$ cat src/rtl/prog_clk_divider_pkg.sv
// Shared constants and the parameter-legality helper for the programmable clock divider.
package prog_clk_divider_pkg;

    localparam int DEF_W        = 8;
    localparam int DEF_RST_DIV  = 24;
    localparam int DEF_RST_HIGH = 12;
    localparam int MIN_DIV      = 2;
    localparam int MIN_HIGH     = 1;

    // True when the reset divisor fits the counter and leaves at least one low cycle.
    function automatic bit params_ok(input int w, input int div, input int high);
        longint div_limit;
        div_limit = longint'(1) << w;
        return (div >= MIN_DIV) && (longint'(div) < div_limit) &&
               (high >= MIN_HIGH) && (high < div);
    endfunction

endpackage

$ cat src/rtl/prog_clk_divider_if.sv
// Control/status bundle of the divider: the master drives control and config, the slave reports.
interface prog_clk_divider_if
    import prog_clk_divider_pkg::*;
#(
    parameter int W = DEF_W
);
    logic         en;
    logic         clr;
    logic         cfg_load;
    logic [W-1:0] div_val;
    logic [W-1:0] high_val;
    logic [W-1:0] count;
    logic         clk_out;
    logic         tc;
    logic         cfg_pending;

    modport master (
        output en, clr, cfg_load, div_val, high_val,
        input  count, clk_out, tc, cfg_pending
    );

    modport slave (
        input  en, clr, cfg_load, div_val, high_val,
        output count, clk_out, tc, cfg_pending
    );
endinterface

$ cat src/rtl/prog_clk_divider_cfg.sv
// Clamps requested divisor/high-phase values and holds them pending until the counter
// restarts its period, so the active configuration only ever changes at count 0.
module prog_clk_divider_cfg
    import prog_clk_divider_pkg::*;
#(
    parameter int W        = DEF_W,
    parameter int RST_DIV  = DEF_RST_DIV,
    parameter int RST_HIGH = DEF_RST_HIGH
) (
    input  logic         clk,
    input  logic         rst,
    input  logic         cfg_load,
    input  logic [W-1:0] div_val,
    input  logic [W-1:0] high_val,
    input  logic         apply,
    output logic [W-1:0] n_act,
    output logic [W-1:0] h_next,
    output logic         cfg_pending
);

    localparam logic [W-1:0] MIN_DIV_W  = W'(MIN_DIV);
    localparam logic [W-1:0] MIN_HIGH_W = W'(MIN_HIGH);
    localparam logic [W-1:0] RST_DIV_W  = W'(RST_DIV);
    localparam logic [W-1:0] RST_HIGH_W = W'(RST_HIGH);

    logic [W-1:0] n_act_reg;
    logic [W-1:0] h_act_reg;
    logic [W-1:0] n_pend_reg;
    logic [W-1:0] h_pend_reg;
    logic         pend_reg;

    logic [W-1:0] n_clamp;
    logic [W-1:0] n_clamp_m1;
    logic [W-1:0] h_floor;
    logic [W-1:0] h_clamp;
    logic         apply_pend;

    // High phase is limited against the already-clamped divisor so at least one low cycle remains.
    always_comb begin
        n_clamp    = (div_val < MIN_DIV_W) ? MIN_DIV_W : div_val;
        n_clamp_m1 = n_clamp - 1'b1;
        h_floor    = (high_val < MIN_HIGH_W) ? MIN_HIGH_W : high_val;
        h_clamp    = (h_floor > n_clamp_m1) ? n_clamp_m1 : h_floor;
    end

    assign apply_pend = apply && pend_reg;

    // A load on the apply edge lands after the transfer: old pending goes active, new stays pending.
    always_ff @(posedge clk or posedge rst) begin
        if (rst) begin
            n_act_reg  <= RST_DIV_W;
            h_act_reg  <= RST_HIGH_W;
            n_pend_reg <= RST_DIV_W;
            h_pend_reg <= RST_HIGH_W;
            pend_reg   <= 1'b0;
        end else begin
            if (apply_pend) begin
                n_act_reg <= n_pend_reg;
                h_act_reg <= h_pend_reg;
                pend_reg  <= 1'b0;
            end
            if (cfg_load) begin
                n_pend_reg <= n_clamp;
                h_pend_reg <= h_clamp;
                pend_reg   <= 1'b1;
            end
        end
    end

    assign n_act       = n_act_reg;
    assign h_next      = apply_pend ? h_pend_reg : h_act_reg;
    assign cfg_pending = pend_reg;

endmodule

$ cat src/rtl/prog_clk_divider.sv
// Programmable clock divider: period counter with a registered divided clock that is high
// while count < H and a terminal-count flag; config changes take effect at the period start.
module prog_clk_divider
    import prog_clk_divider_pkg::*;
#(
    parameter int W        = DEF_W,
    parameter int RST_DIV  = DEF_RST_DIV,
    parameter int RST_HIGH = DEF_RST_HIGH
) (
    input  logic               clk,
    input  logic               rst,
    prog_clk_divider_if.slave  bus
);

    if (!params_ok(W, RST_DIV, RST_HIGH)) begin : g_bad_params
        $error("prog_clk_divider: need 2 <= RST_DIV < 2**W and 1 <= RST_HIGH < RST_DIV");
    end

    logic [W-1:0] count_reg;
    logic [W-1:0] count_next;
    logic         clk_out_reg;
    logic         clk_out_next;
    logic [W-1:0] n_act;
    logic [W-1:0] n_act_m1;
    logic [W-1:0] h_next;
    logic         cfg_pending;
    logic         wrap;
    logic         apply;

    prog_clk_divider_cfg #(
        .W        (W),
        .RST_DIV  (RST_DIV),
        .RST_HIGH (RST_HIGH)
    ) u_cfg (
        .clk         (clk),
        .rst         (rst),
        .cfg_load    (bus.cfg_load),
        .div_val     (bus.div_val),
        .high_val    (bus.high_val),
        .apply       (apply),
        .n_act       (n_act),
        .h_next      (h_next),
        .cfg_pending (cfg_pending)
    );

    assign n_act_m1 = n_act - 1'b1;
    assign wrap     = bus.en && (count_reg == n_act_m1);
    assign apply    = bus.clr || wrap;

    // clk_out is derived from the post-update count and config so it is high exactly when count < H.
    always_comb begin
        count_next   = count_reg;
        clk_out_next = clk_out_reg;
        if (bus.clr) begin
            count_next = '0;
        end else if (bus.en) begin
            count_next = wrap ? '0 : count_reg + 1'b1;
        end
        if (bus.clr || bus.en) begin
            clk_out_next = (count_next < h_next);
        end
    end

    always_ff @(posedge clk or posedge rst) begin
        if (rst) begin
            count_reg   <= '0;
            clk_out_reg <= 1'b0;
        end else begin
            count_reg   <= count_next;
            clk_out_reg <= clk_out_next;
        end
    end

    assign bus.count       = count_reg;
    assign bus.clk_out     = clk_out_reg;
    assign bus.tc          = wrap;
    assign bus.cfg_pending = cfg_pending;

endmodule

$ cat src/flat_wrapper.sv
// flat-port wrapper written by rule: the top's interface ports become plain ports
module prog_clk_divider_flat import prog_clk_divider_pkg::*;
#(
    parameter int W        = DEF_W,
    parameter int RST_DIV  = DEF_RST_DIV,
    parameter int RST_HIGH = DEF_RST_HIGH
)
  (clk, rst, bus_en, bus_clr, bus_cfg_load, bus_div_val, bus_high_val, bus_count, bus_clk_out, bus_tc, bus_cfg_pending);
  prog_clk_divider_if #(.W(W)) bus_i ();
  input  logic clk;
  input  logic rst;
  input wire logic [$bits(bus_i.en)-1:0] bus_en;
  input wire logic [$bits(bus_i.clr)-1:0] bus_clr;
  input wire logic [$bits(bus_i.cfg_load)-1:0] bus_cfg_load;
  input wire logic [$bits(bus_i.div_val)-1:0] bus_div_val;
  input wire logic [$bits(bus_i.high_val)-1:0] bus_high_val;
  output wire logic [$bits(bus_i.count)-1:0] bus_count;
  output wire logic [$bits(bus_i.clk_out)-1:0] bus_clk_out;
  output wire logic [$bits(bus_i.tc)-1:0] bus_tc;
  output wire logic [$bits(bus_i.cfg_pending)-1:0] bus_cfg_pending;
  assign bus_i.en = bus_en;
  assign bus_i.clr = bus_clr;
  assign bus_i.cfg_load = bus_cfg_load;
  assign bus_i.div_val = bus_div_val;
  assign bus_i.high_val = bus_high_val;
  assign bus_count = bus_i.count;
  assign bus_clk_out = bus_i.clk_out;
  assign bus_tc = bus_i.tc;
  assign bus_cfg_pending = bus_i.cfg_pending;
  prog_clk_divider #(.W(W), .RST_DIV(RST_DIV), .RST_HIGH(RST_HIGH)) u_core (.clk(clk), .rst(rst), .bus(bus_i));
endmodule
$ cat config.mk
export PLATFORM = sky130hd
export DESIGN_NAME = prog_clk_divider_flat
export DESIGN_NICKNAME = d
export VERILOG_FILES = /design/src/rtl/prog_clk_divider_pkg.sv /design/src/rtl/prog_clk_divider_if.sv /design/src/rtl/prog_clk_divider_cfg.sv /design/src/rtl/prog_clk_divider.sv /design/src/flat_wrapper.sv
export SDC_FILE = /design/constraint.sdc
export NUM_CORES = 1
export LEC_CHECK = 0
export ABC_CLOCK_PERIOD_IN_PS = 4300
export BUFFER_PORTS_ARGS = -buffer_cell sky130_fd_sc_hd__buf_2
export CAP_MARGIN = 30
export CORE_UTILIZATION = 60
export CTS_BUF_LIST = sky130_fd_sc_hd__clkbuf_2
export DETAILED_ROUTE_END_ITERATION = 7
export PLACE_DENSITY = 0.82
export SLEW_MARGIN = 30
export SYNTH_ARGS = -nofsm -noshare
export SYNTH_HDL_FRONTEND = slang
export SYNTH_SLANG_ARGS = --single-unit
$ cat constraint.sdc
create_clock -name clk -period 4.3 [get_ports clk]
set_clock_uncertainty 0.05 [all_clocks]
set_input_delay 0.215 -clock clk [delete_from_list [all_inputs] [get_ports clk]]
set_output_delay 0.215 -clock clk [all_outputs]
set_load 0.1 [all_outputs]
==> summary.md <==
| Metric | Value |
|---|---|
| Run status | finished, final reports clean |
| Buffer count from post-CTS setup fixing | 0 |
| Drt drc | 0 |
| Count of input and output buffers | 31 |
| DPL Wire Length | 3.90 mm |
| Cell types with the largest area share after synthesis | sky130_fd_sc_hd__dfrtp_1 32%, sky130_fd_sc_hd__ha_1 8.5%, sky130_fd_sc_hd__dfstp_2 7.9% |
| Post-synth EDFFs | 0 |
| Most area-hungry cell type in the Yosys netlist | sky130_fd_sc_hd__dfrtp_1 |
| First-pass GRT wire length | 8.18 mm |
| Async set or reset register ratio after synthesis | 1.00 |
| GR Overflow Total | 0 |
| Post-place instance area | between 2000 and 3000 um2 |
| Hold/Removal Path Class | input port to flip-flop |
| Clock edge transition at the registers on the reported setup and hold paths | approximately 200 ps |
| Psw | 0.332 mW |
| Count of endpoints failing setup in the final report | 0 |
| Vias after detailed routing | 1923 |
| Power share of the clock group | 0.159 |
| Width of the die | 68.5 um |
| Maximum achievable frequency | around 260 MHz |
| Clock H-tree levels | 2 |
| R2r worst-path depth | 15 |
| Mean instance size in the synthesized netlist | 10.3 um2 |
| Startpoint of the most critical hold path | bus_div_val[7] |
| Summed instance area of the synthesized netlist | roughly 2700 um2 |
| CP peak stage delay | 480 ps |
| Sequential Power Share | 0.526 |
| Combinational share of power | 0.315 |
| Most used DFF post-synth | sky130_fd_sc_hd__dfrtp_1 |
| CORE AREA | about 4100 um2 |
| Highest-delay cell along the critical path | sky130_fd_sc_hd__dfrtp_1 |
| Average vias per placed instance | 5.74 |
| Number of buffers inserted during clock tree synthesis | 5 |
| Peak supply drop | 0.185 mV |
| Number of cells upsized or downsized after cts | 0 |
| Gate Count Post-Synth | 258 |
| Final Power | around 0.99 mW |
| Maximum number of pins on one net before global-route repair | 43 |
| Part of the Yosys area used for sequential elements | 0.400 |
| Antenna violation net count after detailed routing | 0 |
| Internal power of the cells | around 0.66 mW |
| Hold worst-path end | u_core.u_cfg.n_pend_reg[7] |
| Power density over cell area | between 300 and 400 nW/um2 |
| Ports | 32 |
| Detail-routed net length per standard cell | 14.7 um |
| Required time of the critical path | 4550 ps |
| Critical Path, Cell by Cell | inv_1, ha_1, xor2_1, nand3_1, nor4_2, nand4_1, nand2b_1, nand2_4, mux2i_1, ha_1, and4_1, a211oi_1, a21o_1, nand2_1, o31ai_1 |
| RR Startpoint | u_core.u_cfg.n_act[0] |
| Global Route Usage Sum | 0.242 |
| Maximum clock insertion buffer count | 2 |
| Number of global-route vias before repair | 1755 |
| Critical path class | flip-flop to flip-flop |
| Number of core rows | 23 |
| Layout cells sized above 1 | 0.263 |
| Number of hold violations in the final report | 0 |
| Total wirelength of the detailed-routed design | about 4.9 mm |
| Die height | ~70 um |
| Routability cong. | 0.961 |
| Critical Path Sink Type | flip-flop |
| Clock Sink Count | 42 |
| Sw Ratio | 0.334 |
| Worst endpoint data arrival time | 4060 ps |
| Area overhead of the layout relative to synthesis | 7.87% |
| Worst Hold Slack | 52.7 ps |
| Lkg Pwr | 1.40 nW |
| Critical path launch point type | flip-flop |
| Actual transition at the worst max-transition pin | around 500 ps |
| Starting utilization of the core area | 0.645 |
| Final Instance Area | 2860 um2 |
| Synth unique cells | 38 |
| Destination of the worst register-to-register timing path | u_core.bus.clk_out |
| Maxcap violations | 0 |
| Share of the synthesized area in the top cell type | 0.320 |
| Most used cell along the critical path | sky130_fd_sc_hd__ha_1 |
| Period Utilization, post-route | 0.886 |
| Critical Path Fanout Max | 22 |
| # nets final | 323 |
| Clock root buffer master | sky130_fd_sc_hd__clkbuf_2 |
| Post-synthesis sequential element count | 42 |
| 1st-iter DRT viols | 150 |
| Sum of negative setup slack | 0 ps |
| Count of final max-slew check failures | 0 |
| Count of yosys warnings during synthesis | 0 |
| Worst-skew pair later-pin latency | 390 ps |
| First drt pass iteration count | 4 |
| Worst-case register-to-register setup slack | 490 ps |
| Net count after synthesis | 297 |
| Antenna violations before repair | 0 |
| Hold path depth | 2 |
| Unrepaired setup endpoints after global routing | no |
| Clock period minus final worst setup slack | 3810 ps |
| Die area | 4690 um2 |
| Diodes inserted | 0 |
| CTS tree | built |
| Worst slew margin | 0.668 |
==> cells in the mapped netlist, types with 7 or more instances <==
library cell and number:
sky130_fd_sc_hd__dfrtp_1 34, sky130_fd_sc_hd__nor2_1 32, sky130_fd_sc_hd__ha_1 18, sky130_fd_sc_hd__nand2_1 14, sky130_fd_sc_hd__mux2_4 13, sky130_fd_sc_hd__xnor2_1 13, sky130_fd_sc_hd__clkbuf_1 11, sky130_fd_sc_hd__mux2_2 11
sky130_fd_sc_hd__mux2i_1 10, sky130_fd_sc_hd__inv_1 9, sky130_fd_sc_hd__xor2_1 9, sky130_fd_sc_hd__dfstp_2 8, sky130_fd_sc_hd__a21oi_1 7, sky130_fd_sc_hd__nand3_1 7
==> per-layer routing <==
layer | routed length, um | track usage | vias up
li1 | - | - | 967
met1 | 2340 | 0.314 | 903
met2 | 2330 | 0.397 | 47
met3 | 189 | 0.0559 | 6
met4 | 70 | 0.0807 | 0
met5 | 0 | 0 | -
==> metrics by stage <==
step / utilization / setup slack, ps / std cells
after detailed placement: 0.681 / 512 / 325
after floorplan: - / 710 / 258
final: 0.696 / 490 / 335
after global routing: 0.696 / 132 / 335
after CTS: 0.696 / 457 / 335
after global placement: 0.681 / 658 / 325
==> how the worst max path moves through the flow <==
stage / slack (ps) / startpoint / cells after the start / to
after detailed placement: 510 / u_core.u_cfg.n_act[0] / 15 / u_core.bus.clk_out
after global placement: 660 / u_core.u_cfg.n_act[0] / 15 / u_core.bus.clk_out
after floorplan: 710 / u_core.bus.count[3] / 15 / u_core.bus.clk_out
final: 490 / u_core.u_cfg.n_act[0] / 15 / u_core.bus.clk_out
after global routing: 130 / u_core.u_cfg.n_act[0] / 15 / u_core.bus.clk_out
after CTS: 460 / u_core.u_cfg.n_act[0] / 15 / u_core.bus.clk_out
==> power by group through the flow <==
stage	Sequential (mW)	Clock (mW)	Combinational (mW)
after global placement	0.528	0	0.302
final	0.523	0.158	0.313
after global routing	0.533	0.183	0.350
after floorplan	0.542	0	0.230
after CTS	0.523	0.165	0.316
after detailed placement	0.531	0	0.312
==> worst max-delay path: cells and delay by family (launching register included) <==
kind	cells	cell delay [ps]
xor gates and xnor gates	1	140
DFF	1	480
muxes	1	200
and+or+nand+nor	7	1560
AOI/OAI and AO/OA	3	600
buffers and inverters	1	70
adders and majority gates	2	620
==> cells by family (layout without fill, tap and decap cells) <==
family / Yosys count / after routing / synth area share
mux: 34 / 34 / 0.158
compound gates: 31 / 31 / 0.0801
buf+inv: 25 / 52 / 0.0443
flops: 42 / 42 / 0.400
fa+ha+maj: 18 / 18 / 0.0848
simple gates: 86 / 86 / 0.161
xor+xnor: 22 / 22 / 0.0726
==> cell usage in the layout, fill, tap and decap left out, types with 7 or more instances in the layout <==
master,n
sky130_fd_sc_hd__mux2_4,13
sky130_fd_sc_hd__dfrtp_1,34
sky130_fd_sc_hd__mux2_2,11
sky130_fd_sc_hd__nand2_1,14
sky130_fd_sc_hd__xnor2_1,13
sky130_fd_sc_hd__nor2_1,32
sky130_fd_sc_hd__inv_1,9
sky130_fd_sc_hd__dfstp_2,8
sky130_fd_sc_hd__a21oi_1,7
sky130_fd_sc_hd__ha_1,18
sky130_fd_sc_hd__nand3_1,7
sky130_fd_sc_hd__buf_2,31
sky130_fd_sc_hd__xor2_1,9
sky130_fd_sc_hd__mux2i_1,10
==> layout make-up <==
| type | instances | area [um2] |
|---|---|---|
| repair buffers | 35 | 190 |
| flip-flops and latches | 42 | 1060 |
| well taps | 50 | 62.6 |
| clock inverters | 2 | 10.0 |
| fillers | 328 | 1250 |
| clock buffers | 6 | 30.0 |
| multi-input cells | 191 | 1480 |
| inverters | 9 | 33.8 |
==> timing repair <==
item	CTS	global route
hold buffers	2	0
hold endpoints to repair	35	0
setup endpoints to repair	0	0
No activity file was read; power rests on OpenSTA's default activity.
